File: config.mk
export PLATFORM = sky130hd
export DESIGN_NAME = id_ex_stage_flat
export DESIGN_NICKNAME = d
export VERILOG_FILES = /design/src/rtl/id_ex_stage_if.sv /design/src/rtl/id_ex_stage.sv /design/src/flat_wrapper.sv
export SDC_FILE = /design/constraint.sdc
export NUM_CORES = 1
export LEC_CHECK = 0
export CAP_MARGIN = 20
export CORE_UTILIZATION = 34
export DETAILED_ROUTE_END_ITERATION = 8
export GPL_TIMING_DRIVEN = 0
export PLACE_DENSITY = 0.78
export SYNTH_ARGS = -nofsm -noshare
export SYNTH_HDL_FRONTEND = slang
export SYNTH_SLANG_ARGS = --single-unit
File: constraint.sdc
create_clock -name clk -period 1.8 [get_ports clk]
set_clock_uncertainty 0.1 [all_clocks]
set_input_delay 0.18 -clock clk [delete_from_list [all_inputs] [get_ports clk]]
set_output_delay 0.18 -clock clk [all_outputs]
set_load 0.05 [all_outputs]
File: src/rtl/id_ex_stage_if.sv
// Decode/Execute boundary bundle for id_ex_stage: D-side fields, resolved branch,
// registered E-side fields and hazard control outputs.
interface id_ex_stage_if #(
    parameter int XLEN = 32
);
    logic            valid_D;
    logic [XLEN-1:0] pc_D;
    logic [4:0]      rs1_D, rs2_D, rd_D;
    logic [XLEN-1:0] rd1_D, rd2_D, imm_D;
    logic [3:0]      alu_ctrl_D;
    logic            alu_src_D, reg_we_D, mem_we_D, branch_D, jump_D;
    logic [1:0]      result_src_D;
    logic            pc_src_E;

    logic            valid_E;
    logic [XLEN-1:0] pc_E;
    logic [4:0]      rs1_E, rs2_E, rd_E;
    logic [XLEN-1:0] rd1_E, rd2_E, imm_E;
    logic [3:0]      alu_ctrl_E;
    logic            alu_src_E, reg_we_E, mem_we_E, branch_E, jump_E;
    logic [1:0]      result_src_E;
    logic            stall_F, stall_D, flush_D, flush_E;

    modport master (
        output valid_D, pc_D, rs1_D, rs2_D, rd_D, rd1_D, rd2_D, imm_D, alu_ctrl_D,
               alu_src_D, reg_we_D, mem_we_D, branch_D, jump_D, result_src_D, pc_src_E,
        input  valid_E, pc_E, rs1_E, rs2_E, rd_E, rd1_E, rd2_E, imm_E, alu_ctrl_E,
               alu_src_E, reg_we_E, mem_we_E, branch_E, jump_E, result_src_E,
               stall_F, stall_D, flush_D, flush_E
    );

    modport slave (
        input  valid_D, pc_D, rs1_D, rs2_D, rd_D, rd1_D, rd2_D, imm_D, alu_ctrl_D,
               alu_src_D, reg_we_D, mem_we_D, branch_D, jump_D, result_src_D, pc_src_E,
        output valid_E, pc_E, rs1_E, rs2_E, rd_E, rd1_E, rd2_E, imm_E, alu_ctrl_E,
               alu_src_E, reg_we_E, mem_we_E, branch_E, jump_E, result_src_E,
               stall_F, stall_D, flush_D, flush_E
    );
endinterface

File: src/rtl/id_ex_stage.sv
// ID/EX pipeline register with load-use stall and branch flush control.
// Optional bubble counter enabled by defining ID_EX_BUBBLE_CNT_EN.
module id_ex_stage #(
    parameter int XLEN  = 32,
    parameter int CNT_W = 32
) (
    input  logic             clk,
    input  logic             reset,
    id_ex_stage_if.slave     bus
`ifdef ID_EX_BUBBLE_CNT_EN
    ,
    output logic [CNT_W-1:0] bubble_cnt
`endif
);
    logic            r_valid;
    logic [XLEN-1:0] r_pc, r_rd1, r_rd2, r_imm;
    logic [4:0]      r_rs1, r_rs2, r_rd;
    logic [3:0]      r_alu_ctrl;
    logic            r_alu_src, r_reg_we, r_mem_we, r_branch, r_jump;
    logic [1:0]      r_result_src;

    logic w_lwstall;
    logic w_bubble;

    // Conservative: both source specifiers are compared whether or not the op reads them.
    assign w_lwstall = bus.valid_D & r_valid & r_reg_we & (r_result_src == 2'b01) &
                       (r_rd != 5'd0) & ((r_rd == bus.rs1_D) | (r_rd == bus.rs2_D));
    assign w_bubble  = reset & (w_lwstall | bus.pc_src_E);

    assign bus.stall_F = reset & w_lwstall & ~bus.pc_src_E;
    assign bus.stall_D = reset & w_lwstall & ~bus.pc_src_E;
    assign bus.flush_D = reset & bus.pc_src_E;
    assign bus.flush_E = w_bubble;

    always_ff @(posedge clk) begin
        if (!reset || w_bubble) begin
            r_valid      <= 1'b0;
            r_pc         <= '0;
            r_rs1        <= '0;
            r_rs2        <= '0;
            r_rd         <= '0;
            r_rd1        <= '0;
            r_rd2        <= '0;
            r_imm        <= '0;
            r_alu_ctrl   <= '0;
            r_alu_src    <= 1'b0;
            r_reg_we     <= 1'b0;
            r_mem_we     <= 1'b0;
            r_branch     <= 1'b0;
            r_jump       <= 1'b0;
            r_result_src <= '0;
        end else begin
            r_valid      <= bus.valid_D;
            r_pc         <= bus.pc_D;
            r_rs1        <= bus.rs1_D;
            r_rs2        <= bus.rs2_D;
            r_rd         <= bus.rd_D;
            r_rd1        <= bus.rd1_D;
            r_rd2        <= bus.rd2_D;
            r_imm        <= bus.imm_D;
            r_alu_ctrl   <= bus.alu_ctrl_D;
            r_alu_src    <= bus.alu_src_D;
            r_reg_we     <= bus.reg_we_D;
            r_mem_we     <= bus.mem_we_D;
            r_branch     <= bus.branch_D;
            r_jump       <= bus.jump_D;
            r_result_src <= bus.result_src_D;
        end
    end

    assign bus.valid_E      = r_valid;
    assign bus.pc_E         = r_pc;
    assign bus.rs1_E        = r_rs1;
    assign bus.rs2_E        = r_rs2;
    assign bus.rd_E         = r_rd;
    assign bus.rd1_E        = r_rd1;
    assign bus.rd2_E        = r_rd2;
    assign bus.imm_E        = r_imm;
    assign bus.alu_ctrl_E   = r_alu_ctrl;
    assign bus.alu_src_E    = r_alu_src;
    assign bus.reg_we_E     = r_reg_we;
    assign bus.mem_we_E     = r_mem_we;
    assign bus.branch_E     = r_branch;
    assign bus.jump_E       = r_jump;
    assign bus.result_src_E = r_result_src;

`ifdef ID_EX_BUBBLE_CNT_EN
    logic [CNT_W-1:0] r_bubble_cnt;

    // Wraps naturally from all-ones to zero.
    always_ff @(posedge clk) begin
        if (!reset) begin
            r_bubble_cnt <= '0;
        end else if (w_bubble) begin
            r_bubble_cnt <= r_bubble_cnt + 1'b1;
        end
    end

    assign bubble_cnt = r_bubble_cnt;
`else
    localparam int unused_cnt_w = CNT_W;
`endif
endmodule

File: src/flat_wrapper.sv
// flat-port wrapper written by rule: the top's interface ports become plain ports
module id_ex_stage_flat 
#(
    parameter int XLEN  = 32,
    parameter int CNT_W = 32
)
  (clk, reset, bus_valid_D, bus_pc_D, bus_rs1_D, bus_rs2_D, bus_rd_D, bus_rd1_D, bus_rd2_D, bus_imm_D, bus_alu_ctrl_D, bus_alu_src_D, bus_reg_we_D, bus_mem_we_D, bus_branch_D, bus_jump_D, bus_result_src_D, bus_pc_src_E, bus_valid_E, bus_pc_E, bus_rs1_E, bus_rs2_E, bus_rd_E, bus_rd1_E, bus_rd2_E, bus_imm_E, bus_alu_ctrl_E, bus_alu_src_E, bus_reg_we_E, bus_mem_we_E, bus_branch_E, bus_jump_E, bus_result_src_E, bus_stall_F, bus_stall_D, bus_flush_D, bus_flush_E);
  id_ex_stage_if #(.XLEN(XLEN)) bus_i ();
  input  logic clk;
  input  logic reset;
  input wire logic [$bits(bus_i.valid_D)-1:0] bus_valid_D;
  input wire logic [$bits(bus_i.pc_D)-1:0] bus_pc_D;
  input wire logic [$bits(bus_i.rs1_D)-1:0] bus_rs1_D;
  input wire logic [$bits(bus_i.rs2_D)-1:0] bus_rs2_D;
  input wire logic [$bits(bus_i.rd_D)-1:0] bus_rd_D;
  input wire logic [$bits(bus_i.rd1_D)-1:0] bus_rd1_D;
  input wire logic [$bits(bus_i.rd2_D)-1:0] bus_rd2_D;
  input wire logic [$bits(bus_i.imm_D)-1:0] bus_imm_D;
  input wire logic [$bits(bus_i.alu_ctrl_D)-1:0] bus_alu_ctrl_D;
  input wire logic [$bits(bus_i.alu_src_D)-1:0] bus_alu_src_D;
  input wire logic [$bits(bus_i.reg_we_D)-1:0] bus_reg_we_D;
  input wire logic [$bits(bus_i.mem_we_D)-1:0] bus_mem_we_D;
  input wire logic [$bits(bus_i.branch_D)-1:0] bus_branch_D;
  input wire logic [$bits(bus_i.jump_D)-1:0] bus_jump_D;
  input wire logic [$bits(bus_i.result_src_D)-1:0] bus_result_src_D;
  input wire logic [$bits(bus_i.pc_src_E)-1:0] bus_pc_src_E;
  output wire logic [$bits(bus_i.valid_E)-1:0] bus_valid_E;
  output wire logic [$bits(bus_i.pc_E)-1:0] bus_pc_E;
  output wire logic [$bits(bus_i.rs1_E)-1:0] bus_rs1_E;
  output wire logic [$bits(bus_i.rs2_E)-1:0] bus_rs2_E;
  output wire logic [$bits(bus_i.rd_E)-1:0] bus_rd_E;
  output wire logic [$bits(bus_i.rd1_E)-1:0] bus_rd1_E;
  output wire logic [$bits(bus_i.rd2_E)-1:0] bus_rd2_E;
  output wire logic [$bits(bus_i.imm_E)-1:0] bus_imm_E;
  output wire logic [$bits(bus_i.alu_ctrl_E)-1:0] bus_alu_ctrl_E;
  output wire logic [$bits(bus_i.alu_src_E)-1:0] bus_alu_src_E;
  output wire logic [$bits(bus_i.reg_we_E)-1:0] bus_reg_we_E;
  output wire logic [$bits(bus_i.mem_we_E)-1:0] bus_mem_we_E;
  output wire logic [$bits(bus_i.branch_E)-1:0] bus_branch_E;
  output wire logic [$bits(bus_i.jump_E)-1:0] bus_jump_E;
  output wire logic [$bits(bus_i.result_src_E)-1:0] bus_result_src_E;
  output wire logic [$bits(bus_i.stall_F)-1:0] bus_stall_F;
  output wire logic [$bits(bus_i.stall_D)-1:0] bus_stall_D;
  output wire logic [$bits(bus_i.flush_D)-1:0] bus_flush_D;
  output wire logic [$bits(bus_i.flush_E)-1:0] bus_flush_E;
  assign bus_i.valid_D = bus_valid_D;
  assign bus_i.pc_D = bus_pc_D;
  assign bus_i.rs1_D = bus_rs1_D;
  assign bus_i.rs2_D = bus_rs2_D;
  assign bus_i.rd_D = bus_rd_D;
  assign bus_i.rd1_D = bus_rd1_D;
  assign bus_i.rd2_D = bus_rd2_D;
  assign bus_i.imm_D = bus_imm_D;
  assign bus_i.alu_ctrl_D = bus_alu_ctrl_D;
  assign bus_i.alu_src_D = bus_alu_src_D;
  assign bus_i.reg_we_D = bus_reg_we_D;
  assign bus_i.mem_we_D = bus_mem_we_D;
  assign bus_i.branch_D = bus_branch_D;
  assign bus_i.jump_D = bus_jump_D;
  assign bus_i.result_src_D = bus_result_src_D;
  assign bus_i.pc_src_E = bus_pc_src_E;
  assign bus_valid_E = bus_i.valid_E;
  assign bus_pc_E = bus_i.pc_E;
  assign bus_rs1_E = bus_i.rs1_E;
  assign bus_rs2_E = bus_i.rs2_E;
  assign bus_rd_E = bus_i.rd_E;
  assign bus_rd1_E = bus_i.rd1_E;
  assign bus_rd2_E = bus_i.rd2_E;
  assign bus_imm_E = bus_i.imm_E;
  assign bus_alu_ctrl_E = bus_i.alu_ctrl_E;
  assign bus_alu_src_E = bus_i.alu_src_E;
  assign bus_reg_we_E = bus_i.reg_we_E;
  assign bus_mem_we_E = bus_i.mem_we_E;
  assign bus_branch_E = bus_i.branch_E;
  assign bus_jump_E = bus_i.jump_E;
  assign bus_result_src_E = bus_i.result_src_E;
  assign bus_stall_F = bus_i.stall_F;
  assign bus_stall_D = bus_i.stall_D;
  assign bus_flush_D = bus_i.flush_D;
  assign bus_flush_E = bus_i.flush_E;
  id_ex_stage #(.XLEN(XLEN), .CNT_W(CNT_W)) u_core (.clk(clk), .reset(reset), .bus(bus_i));
endmodule
======== After elaboration in Yosys (flattened, before gate mapping) ========
Cells that the tools add are included.
cells by class
  equality and inequality tests ........... 3
  bitwise gates (word level) .............. 12
  reduce and logical (&&, ||, !) cells .... 3
operator list
  operator                                       number
  == test 5 bit                                  2
  bitwise AND 1 bit                              9
  nonzero test 5 bit                             1
  == test 2 x 1 -> 1 bit, second input constant  1
  bitwise OR 1 bit                               2
  logical NOT 1 bit                              1
  logical OR 1 bit                               1
  NOT 1 bit                                      1
storage, ports and cells
  bits in registers ....................... 155
  word-level logic and storage cells ...... 33

======== Longest topological paths before layout ========
  depth after elaboration ................. 8
  gate-level depth with buffers ........... 6
  depth with buffers taken out ............ 4

======== Least setup slack after synthesis ========
OpenSTA, ideal clock, no wires.
  path type ............................... register -> output
  start point ............................. register u_core.r_rd[0] (netlist: u_core.bus.rd_E[0])
  end point ............................... output bus_stall_F
  arrival ................................. 2.198 ns
  path slack .............................. -0.678 ns
  cell stages (with the launch flop) ...... 7
  buffers on the path ..................... 2
  path through ............................ dfxtp_1 -> or4_1 -> nor2_2 -> nor4b_4 -> buf_6 -> and3_1 -> buf_4
between the ends
  longest elaborated chain between the ends .. 5
  elaborated cells between the ends (all ways) .. 8
  classes of those cells .................. 2 x eq/ne; 5 x bitwise; 1 x reduce/logical
ends and longest elaborated chain
  element                                                line                                  RTL
  start, declared                                        id_ex_stage.sv:17                     logic [4:0] r_rs1, r_rs2, r_rd;
  start signal, assigned                                 id_ex_stage.sv:57                     r_rd <= bus.rd_D;
  == test 5 bit or nonzero test 5 bit (tied branches)    id_ex_stage.sv:27                     (r_rd != 5'd0) & ((r_rd == bus.rs1_D) | (r_rd == bus.rs2_D));
  bitwise OR 1 bit or bitwise AND 1 bit (tied branches)  id_ex_stage.sv:27, id_ex_stage.sv:26
  bitwise AND 1 bit *                                    id_ex_stage.sv:27
  bitwise AND 1 bit * (2 in a row)                       n/a
  end, declared                                          flat_wrapper.sv:42                    output wire logic [$bits(bus_i.stall_F)-1:0] bus_stall_F;
Every way passes the cells marked *; elsewhere a longest branch is shown, timed or not.

======== Final worst setup path ========
  start point ............................. register u_core.r_rd[3] (netlist: u_core.bus.rd_E[3])
  end point ............................... output bus_stall_F
between the ends
  longest elaborated chain between the ends .. 5
  elaborated cells between the ends (all ways) .. 8
  classes of those cells .................. 2 x eq/ne; 5 x bitwise; 1 x reduce/logical
ends and longest elaborated chain
  element                                                line                                  RTL
  == test 5 bit or nonzero test 5 bit (tied branches)    id_ex_stage.sv:27
  bitwise OR 1 bit or bitwise AND 1 bit (tied branches)  id_ex_stage.sv:27, id_ex_stage.sv:26
  bitwise AND 1 bit *                                    id_ex_stage.sv:27
  bitwise AND 1 bit * (2 in a row)                       id_ex_stage.sv:30                     assign bus.stall_F = reset & w_lwstall & ~bus.pc_src_E;
Marked as above.

==> qor.yml <==
ys_types: 18
tns_ns: -20.36
synthFlopType: "dfxtp_1"
port_buffers: 316
max_freq_ghz: 0.432
clk_path_buf_depth: 2
finalHoldViolations: 0
grt_usage_pct: 21.6
drive_above_1_share_pct: 28.6
synthArstFlopShare_pct: 0
status: "finished, violations left"
dr.pass1.iters: 6
cts_max_level: 4
grt_pass1_wl_um: 26700
endpoint_kind: "output port"
syn_area_mm2: 0.00535
layout_setup_ws_ns: -0.515
nets: 1060
worst_slew_pin_slew_ns: 0.597
maxSlewViolCount: 0
syn-instance-count: 540
ys_seq_area_share_pct: 58.0
fp.dieArea_mm2: 0.0162
seqPwrFrac_pct: 41.2
clock-root-buffer: "clkbuf_16"
rsz0062_at_grt: "yes"
dr.first_iter.drc_count: 206
std_cell_rows: 45
clk_latency_ns: 0.41
finalSetupViolations: 153
ir_drop_mv: 0.585
netSwitchingPower_mw: 2.37
synth.net_count: 698
synth-edff-count: 0
place_congestion: 0.812
final_cell_mix: "157 x nand2_1, 157 x clkdlybuf4s50_1, 148 x dfxtp_1"
pre_cts_slack_ns: -1.15
violations: "setup timing"
path_class: "reg -> out"
p_sw_share_pct: 27.1
numCtsBuffers: 17
place_area_mm2: 0.00881
yosysWarnings: 0
syn_avg_cell_area_um2: 9.90
post-route-period-util_pct: 129
final_util_pct: 67.2
num_vias: 5138
remaining_drc_errors: 0
hp-class: "in -> reg"
grt_pass1_vias: 4924
dieHeight_um: 127
fin_crit_ns: 2.32
pwr-share-comb_pct: 16.8
hpwl_um: 12500
ios: 317
initial_core_util_pct: 35.0
arrival_ns: 2.04
clkPwrFrac_pct: 41.9
drv_cap: 0
slew_headroom_pct: 60.3
cellPowerDensity_mw_per_mm2: 853
p_int_mw: 6.38
grt_max_degree: 17
required_ns: 1.52
routed_wl_um: 18900
die_w_um: 127
wl_per_cell_um: 16.8
ys_ff_latch: 155
clock-sinks: 155
ctsHoldBuffers: 0
via_per_inst: 4.56
core_mm2: 0.0153
ant_nets: 0
clk_pin_slew_worst_paths_ns: 0.06
cellLeakagePower_nw: 4.55
whs_ns: 0.196
start_kind: "register"
cts_tree: "built"
antennaDiodeCount: 0
final_cell_area_mm2: 0.0103
synthToLayoutAreaGrowth_pct: 91.7
overflow: 0
worstPathMaxFanout: 3
grt_antenna_before_repair: 0
[path summary, 6_finish.rpt]
| check | end | start | slack [ns] | cells past startpoint |
|---|---|---|---|---|
| max | bus_stall_F | u_core.bus.rd_E[3]$_SDFF_PP0_ | -0.52 | 7 |
| min | u_core.bus.rd1_E[26]$_SDFF_PP0_ | bus_rd1_D[26] | 0.20 | 3 |
| max reg2reg | u_core.bus.rd1_E[22]$_SDFF_PP0_ | u_core.bus.rd_E[3]$_SDFF_PP0_ | -0.24 | 9 |
| min reg2reg | u_core.bus.rs1_E[2]$_SDFF_PP0_ | u_core.bus.rd_E[2]$_SDFF_PP0_ | 0.84 | 5 |
[cell usage after synthesis, types with 3 or more instances]
| library cell | number | area, um^2 |
|---|---|---|
| buf_6 | 15 | 169 |
| nand2_1 | 157 | 589 |
| clkbuf_1 | 21 | 78.8 |
| buf_2 | 15 | 75.1 |
| nand3_1 | 3 | 15.0 |
| a21oi_2 | 100 | 876 |
| dfxtp_1 | 155 | 3100 |
| xnor2_1 | 10 | 87.6 |
| a21oi_1 | 55 | 275 |
[state kept, by name (all words and copies together) (netlist names)]
| name | count |
|---|---|
| u_core.bus.imm_E | 32 |
| u_core.bus.pc_E | 32 |
| u_core.bus.rd1_E | 32 |
| u_core.bus.rd2_E | 32 |
| u_core.bus.rd_E | 5 |
| u_core.bus.rs1_E | 5 |
| u_core.bus.rs2_E | 5 |
| u_core.bus.alu_ctrl_E | 4 |
| u_core.bus.result_src_E | 2 |
| u_core.bus.alu_src_E | 1 |
| u_core.bus.branch_E | 1 |
| u_core.bus.jump_E | 1 |
| u_core.bus.mem_we_E | 1 |
| u_core.bus.reg_we_E | 1 |
| u_core.bus.valid_E | 1 |
[stage by stage]
| stage | power [mW] | instances |
|---|---|---|
| after floorplan | 4.48 | 540 |
| after global placement | 5.17 | 1067 |
| after detailed placement | 5.19 | 1067 |
| after CTS | 8.76 | 1113 |
| after global routing | 9.03 | 1126 |
| final | 8.75 | 1126 |
[what timing repair did]
item | 4_1_cts | 5_1_grt
pin swaps | 24 | 125
setup endpoints to repair | 290 | 162
gates resized for setup | 201 | 114
setup buffers | 6 | 5
cloned | 8 | 10
[routing by layer]
| layer | vias up | wire length, um | global-route usage (%) |
|---|---|---|---|
| li1 | 2487 | - | - |
| met1 | 2415 | 7280 | 23.6 |
| met2 | 214 | 9860 | 38.4 |
| met3 | 22 | 1470 | 7.50 |
| met4 | 0 | 288 | 7.63 |
| met5 | - | 0 | 0 |
[power by group through the flow]
stage	combinational, mW	clock [mW]	sequential (mW)
final	1.47	3.67	3.61
after floorplan	0.301	0	4.18
after global routing	1.56	3.86	3.62
after global placement	1.49	0	3.68
after CTS	1.43	3.72	3.61
after detailed placement	1.50	0	3.69
[worst max-delay path, stage by stage (launching register included)]
cell     delay, ns
dfxtp_4       0.34
or4_4         0.54
nor2_4        0.13
nor4b_4       0.07
buf_6         0.12
and3_4        0.17
buf_6         0.11
buf_8         0.14
[layout make-up]
cell class                      instances  area, um^2
Clock inverter                          9         109
Sequential cell                       155        3120
Buffer                                 52         500
Tap cell                              211         264
Multi-Input combinational cell        333        2220
Timing Repair Buffer                  343        3550
Clock buffer                           23         499
Fill cell                            1196        5000
[logic make-up after synthesis]
kind of cell,count (synthesis),share of synthesized area (%)
AO/OA/AOI/OAI,157,21.8
XOR/XNOR,10,1.64
buffers and inverters,52,6.18
flip-flops,155,58.0
AND/OR/NAND/NOR,166,12.4
No activity file was read; power rests on OpenSTA's default activity.
